File: src/rtl/ad9958_pkg.sv
// rtl/ad9958_pkg.sv - lane-mode encoding, state encoding and lane helper for the AD9958 serial master
package ad9958_pkg;

    localparam logic [1:0] MODE_1B  = 2'd0;
    localparam logic [1:0] MODE_2B  = 2'd1;
    localparam logic [1:0] MODE_4B  = 2'd2;
    localparam logic [1:0] MODE_BAD = 2'd3;

    typedef enum logic [1:0] {
        ST_IDLE,
        ST_SETUP,
        ST_SHIFT_HI,
        ST_SHIFT_LO
    } state_t;

    function automatic logic [2:0] lanes_of(input logic [1:0] mode);
        case (mode)
            MODE_2B: lanes_of = 3'd2;
            MODE_4B: lanes_of = 3'd4;
            default: lanes_of = 3'd1;
        endcase
    endfunction

endpackage

File: src/rtl/ad9958_serial_master_sclk_gen.sv
// rtl/ad9958_serial_master_sclk_gen.sv - CLK_DIV phase divider, ticks on the last clock of each sclk half-period
module ad9958_sclk_gen #(
    parameter int CLK_DIV = 2
) (
    input  logic clock,
    input  logic reset_n,
    input  logic restart_i,
    input  logic enable_i,
    output logic tick_o
);

    localparam int W = (CLK_DIV > 1) ? $clog2(CLK_DIV) : 1;
    localparam logic [W-1:0] RELOAD = W'(CLK_DIV - 1);

    logic [W-1:0] cnt_q, cnt_d;

    always_ff @(posedge clock) begin
        if (!reset_n) begin
            cnt_q <= '0;
        end else begin
            cnt_q <= cnt_d;
        end
    end

    always_comb begin
        cnt_d = cnt_q;
        if (restart_i) begin
            cnt_d = RELOAD;
        end else if (enable_i) begin
            cnt_d = (cnt_q == '0) ? RELOAD : cnt_q - W'(1);
        end
    end

    assign tick_o = enable_i && (cnt_q == '0);

endmodule

File: src/rtl/ad9958_serial_master.sv
// rtl/ad9958_serial_master.sv - frames one MSB-first word onto 1/2/4 SDIO lanes with CS_N and divided SCLK
module ad9958_serial_master
    import ad9958_pkg::*;
#(
    parameter int MAX_BITS = 64,
    parameter int CLK_DIV  = 2,
    parameter int CNT_W    = $clog2(MAX_BITS + 1)
) (
    input  logic                clock,
    input  logic                reset_n,
    input  logic                start,
    input  logic [1:0]          mode,
    input  logic [CNT_W-1:0]    nbits,
    input  logic [MAX_BITS-1:0] data,
    output logic                busy,
    output logic                done,
    output logic                cfg_err,
    output logic                cs_n,
    output logic                sclk,
    output logic [3:0]          sdio
);

    state_t                state_q, state_d;
    logic [MAX_BITS-1:0]   sh_q, sh_d;
    logic [1:0]            mode_q, mode_d;
    logic [CNT_W-1:0]      cnt_q, cnt_d;
    logic                  cs_n_q, cs_n_d;
    logic                  sclk_q, sclk_d;
    logic [3:0]            sdio_q, sdio_d;
    logic                  done_q, done_d;
    logic                  cfg_err_q, cfg_err_d;
    logic                  restart;
    logic                  tick;
    logic                  legal;
    logic [CNT_W-1:0]      sym_total;
    logic [MAX_BITS-1:0]   aligned;
    logic [MAX_BITS-1:0]   shifted;

    // Symbol currently at the top of an MSB-aligned word; padding zeros come from the shift.
    function automatic logic [3:0] head(input logic [MAX_BITS-1:0] v, input logic [1:0] m);
        case (m)
            MODE_2B: head = {2'b00, v[MAX_BITS-1 -: 2]};
            MODE_4B: head = v[MAX_BITS-1 -: 4];
            default: head = {3'b000, v[MAX_BITS-1]};
        endcase
    endfunction

    assign legal   = (nbits != '0) && (nbits <= CNT_W'(MAX_BITS)) && (mode != MODE_BAD);
    assign aligned = data << (CNT_W'(MAX_BITS) - nbits);
    assign shifted = sh_q << lanes_of(mode_q);

    always_comb begin
        case (mode)
            MODE_2B: sym_total = (nbits >> 1) + CNT_W'(nbits[0]);
            MODE_4B: sym_total = (nbits >> 2) + CNT_W'(|nbits[1:0]);
            default: sym_total = nbits;
        endcase
    end

    ad9958_sclk_gen #(
        .CLK_DIV (CLK_DIV)
    ) u_sclk_gen (
        .clock     (clock),
        .reset_n   (reset_n),
        .restart_i (restart),
        .enable_i  (busy),
        .tick_o    (tick)
    );

    always_ff @(posedge clock) begin
        if (!reset_n) begin
            state_q   <= ST_IDLE;
            sh_q      <= '0;
            mode_q    <= MODE_1B;
            cnt_q     <= '0;
            cs_n_q    <= 1'b1;
            sclk_q    <= 1'b0;
            sdio_q    <= 4'b0000;
            done_q    <= 1'b0;
            cfg_err_q <= 1'b0;
        end else begin
            state_q   <= state_d;
            sh_q      <= sh_d;
            mode_q    <= mode_d;
            cnt_q     <= cnt_d;
            cs_n_q    <= cs_n_d;
            sclk_q    <= sclk_d;
            sdio_q    <= sdio_d;
            done_q    <= done_d;
            cfg_err_q <= cfg_err_d;
        end
    end

    always_comb begin
        state_d   = state_q;
        sh_d      = sh_q;
        mode_d    = mode_q;
        cnt_d     = cnt_q;
        cs_n_d    = cs_n_q;
        sclk_d    = sclk_q;
        sdio_d    = sdio_q;
        done_d    = 1'b0;
        cfg_err_d = 1'b0;
        restart   = 1'b0;
        case (state_q)
            ST_IDLE: begin
                cs_n_d = 1'b1;
                sclk_d = 1'b0;
                sdio_d = 4'b0000;
                if (start) begin
                    if (legal) begin
                        restart = 1'b1;
                        state_d = ST_SETUP;
                        sh_d    = aligned;
                        mode_d  = mode;
                        cnt_d   = sym_total;
                        cs_n_d  = 1'b0;
                        sdio_d  = head(aligned, mode);
                    end else begin
                        cfg_err_d = 1'b1;
                    end
                end
            end
            ST_SETUP: begin
                if (tick) begin
                    state_d = ST_SHIFT_HI;
                    sclk_d  = 1'b1;
                end
            end
            ST_SHIFT_HI: begin
                if (tick) begin
                    state_d = ST_SHIFT_LO;
                    sclk_d  = 1'b0;
                    cnt_d   = cnt_q - CNT_W'(1);
                    // The last symbol stays on the lanes through the final low phase.
                    if (cnt_q > CNT_W'(1)) begin
                        sh_d   = shifted;
                        sdio_d = head(shifted, mode_q);
                    end
                end
            end
            ST_SHIFT_LO: begin
                if (tick) begin
                    if (cnt_q != '0) begin
                        state_d = ST_SHIFT_HI;
                        sclk_d  = 1'b1;
                    end else begin
                        state_d = ST_IDLE;
                        done_d  = 1'b1;
                        cs_n_d  = 1'b1;
                        sdio_d  = 4'b0000;
                    end
                end
            end
            default: state_d = ST_IDLE;
        endcase
    end

    assign busy    = (state_q != ST_IDLE);
    assign done    = done_q;
    assign cfg_err = cfg_err_q;
    assign cs_n    = cs_n_q;
    assign sclk    = sclk_q;
    assign sdio    = sdio_q;

endmodule

File: config.mk
export PLATFORM = sky130hd
export DESIGN_NAME = ad9958_serial_master
export DESIGN_NICKNAME = d
export VERILOG_FILES = /design/src/rtl/ad9958_pkg.sv /design/src/rtl/ad9958_serial_master_sclk_gen.sv /design/src/rtl/ad9958_serial_master.sv
export SDC_FILE = /design/constraint.sdc
export NUM_CORES = 1
export LEC_CHECK = 0
export ABC_AREA = 0
export BUFFER_PORTS_ARGS = -buffer_cell sky130_fd_sc_hd__buf_2
export CORE_ASPECT_RATIO = 1.4
export CORE_MARGIN = 3
export CORE_UTILIZATION = 60
export CTS_CLUSTER_DIAMETER = 60
export DETAILED_ROUTE_END_ITERATION = 6
export HOLD_SLACK_MARGIN = 0.12
export PLACE_DENSITY_LB_ADDON = 0.15
export REMOVE_ABC_BUFFERS = 1
export SYNTH_ARGS = -nofsm -noshare
export SYNTH_HDL_FRONTEND = slang
export SYNTH_SLANG_ARGS = --single-unit
File: constraint.sdc
create_clock -name clock -period 9.92 [get_ports clock]
set_input_delay 0.992 -clock clock [delete_from_list [all_inputs] [get_ports clock]]
set_output_delay 0.992 -clock clock [all_outputs]
set_load 0.1 [all_outputs]
==> results_dict.tcl <==
set metrics [dict create \
    outcome "completed" \
    first_iter_violations 1195 \
    p_leak_nw 4.16 \
    port_buffers 84 \
    grt_pass1_wl_mm 52.8 \
    fin_nets 1276 \
    grt_max_degree 95 \
    critical-path-top-delay-family "buffers and inverters" \
    synthesis.area_um2 10600 \
    worst-path-buf-inv 4 \
    seq_area_frac_synth 0.159 \
    grt_usage 0.340 \
    area_growth_pct 6.86 \
    coreArea_um2 17000 \
    hp-class "flop to flop" \
    post_drt_wl_per_cell_um 23.2 \
    slew_violations 0 \
    initial_core_util 0.623 \
    skew_ps 9.47 \
    vdd_ir_drop_max_mv 0.101 \
    synth_edf_count 0 \
    cp_data_arrival_time_ps 5820 \
    dieArea_um2 19300 \
    power_mw 1.63 \
    ctsResizeCount 0 \
    vias_per_cell 7.21 \
    clock_path_buffers 2 \
    drc 0 \
    path_cells "buf_4 > clkinv_1 > ha_4 > inv_1 > ha_4 > buf_4 > mux4_1 > mux2_2 > mux2_2 > o221ai_2 > a21oi_1 > a311o_1 > nor3b_1" \
    grt_pass1_vias 9653 \
    clk_pin_slew_ps 70 \
    worstPathRequired_ps 10140 \
    slowest_delay_ps 710 \
    worstSetupPathType "input port to flop" \
    grt_setup_unrepaired "false" \
    ant_nets 0 \
    die_h_um 163 \
    antenna_found_initial 0 \
    routed_wl_mm 33.1 \
    crit_cells 13 \
    rows 56 \
    cpMaxStageDelayCell "clkinv_1" \
    fin_crit_ps 5590 \
    cts_max_level 3 \
    cts_setup_buffers 0 \
    num_vias 10300 \
    io_pins 85 \
    hold_ws_ps 485 \
    synth_top_cell_by_area "mux4_2" \
    r2r_cells 10 \
    drive_gt1_frac 0.256 \
    grt-ovfl-total 0 \
    ys_warn_count 0 \
    p_per_area_nw_per_um2 144 \
    die_w_um 118 \
    antenna-diode-count 0 \
    startpoint_type "input port" \
    dr.pass1.iters 6 \
    seq_area_um2 1680 \
    syn_area_per_cell_um2 8.87 \
    drv_cap 0 \
    hpwl_mm 23.9 \
    slew-limit-headroom 0.247 \
    multi_input_area_um2 8390 \
    yosysTopAreaCellShare 0.238 \
    crit_path_end_kind "flop" \
    async_flop_share 0 \
    tightest_slew_ps 1120 \
    synthesis.instances 1196 \
    critPathMaxFanout 49 \
    hold_viol_final 0 \
    setup_viol 0 \
    ys.flop_type "dfxtp_1" \
    whs_path_depth 2 \
    cts_buffers 9 \
    clkSinkCount 84 \
    fillers 1441 \
    fin_tns_setup_ps 0 \
    synth_seq_cells 84 \
    clk_latency_ps 350 \
    synth_area_leaders "mux4_2 24%, dfxtp_1 16%, mux2i_1 11%, mux2_2 4.6%, nand2_1 4.4%" \
    synth_cell_types 78 \
    root_buffer "clkbuf_16" \
    cts_hold_buffers 0 \
    fmax_mhz 179 \
    gp_congestion 1.02 \
    utilization 0.665 \
    period_share 0.564 \
    cts_tree "built" \
]
kinds of logic (layout without fill, tap and decap cells):
group                    Yosys count  after routing  share of synthesized area
AND/OR/NAND/NOR                  345            345                      0.145
AO/OA/AOI/OAI                    325            325                      0.201
multiplexers                     276            276                      0.406
buffers and inverters            140            135                     0.0618
flip-flops                        84             84                      0.159
adder cells (fa/ha/maj)           14             14                     0.0165
XOR/XNOR                          12             12                     0.0117
metrics by stage:
step	instance area (µm²)	std cells	worst slack [ps]
floorplan	10000	1075	3760
global placement	11000	1407	4190
detailed placement	11000	1407	4080
CTS	11300	1423	4420
global route	11300	1423	4140
finish	11300	1423	4330
Yosys cell counts (35+ instances only):
cell      count
a21oi_1      89
buf_2        38
clkbuf_1     53
dfxtp_1      84
mux2_2       43
mux2i_1     115
mux4_2      112
nand2_1     125
nor2_1      108
nor3_1       44
o21ai_0      74
o22ai_1      35
metal layers:
layer  GRT usage  wire length, µm  vias to the layer above
met3      0.0495             2540                      116
met4       0.179             1740                        0
li1            -                -                     4607
met2       0.547            15700                      538
met1       0.446            13100                     4994
met5           0                0                        -
worst reg2reg max path, cell delays in order, from the launching register on:
cell	delay (ps)
dfxtp_1	400
inv_1	110
ha_4	410
buf_4	680
inv_1	690
a211oi_1	370
a21oi_1	100
nand2_1	120
a21oi_1	110
a221oi_1	350
a21oi_1	110
state kept, by name, summed over array words and instances, names as in the netlist:
| signal | flops |
|---|---|
| cnt_q | 7 |
| u_sclk_gen.cnt_q | 1 |
| mode_q | 2 |
| sdio | 4 |
| sh_q | 64 |
| done | 1 |
| sclk | 1 |
| cs_n | 1 |
| cfg_err | 1 |
| state_q | 2 |
power breakdown:
group | switching [mW] | internal, mW | total (mW)
logic | 0.465 | 0.330 | 0.795
registers | 0.0445 | 0.379 | 0.424
clock network | 0.152 | 0.262 | 0.414
worst paths after layout:
check | slack [ps] | start | end
worst max-delay path | 4330 | nbits[0] | sdio[0]
worst min-delay path | 480 | cnt_q[5] | cnt_q[5]
worst max register to register | 6330 | mode_q[0] | sh_q[33]
worst min register to register | 480 | cnt_q[5] | cnt_q[5]
layout by cell type (no fill, tap or decap), types with 6 or more instances in the layout:
cell type / synthesis / layout
a211oi_1: 16 / 16
a21o_1: 6 / 6
a21oi_1: 89 / 89
a221oi_1: 19 / 19
a22oi_1: 11 / 10
a31oi_1: 8 / 8
buf_2: 38 / 83
buf_4: 9 / 17
clkbuf_16: 0 / 9
dfxtp_1: 84 / 84
ha_1: 14 / 9
inv_1: 17 / 17
mux2_2: 43 / 43
mux2i_1: 115 / 115
mux4_2: 112 / 112
nand2_1: 125 / 125
nand2b_1: 10 / 9
nand3_1: 17 / 17
nor2_1: 108 / 108
nor2b_1: 14 / 13
nor3_1: 44 / 44
o211ai_1: 8 / 8
o21ai_0: 74 / 74
o221a_2: 7 / 7
o22a_1: 10 / 10
o22ai_1: 35 / 35
area by class of cell:
class | instances | area share
sequential | 84 | 0.148
inverter | 19 | 0.00629
clock buffer | 11 | 0.0223
tap | 232 | 0.0256
clock inverter | 5 | 0.00939
multi-input combinational | 972 | 0.740
timing repair buffer | 100 | 0.0479
(Power assumes the default switching activity.)
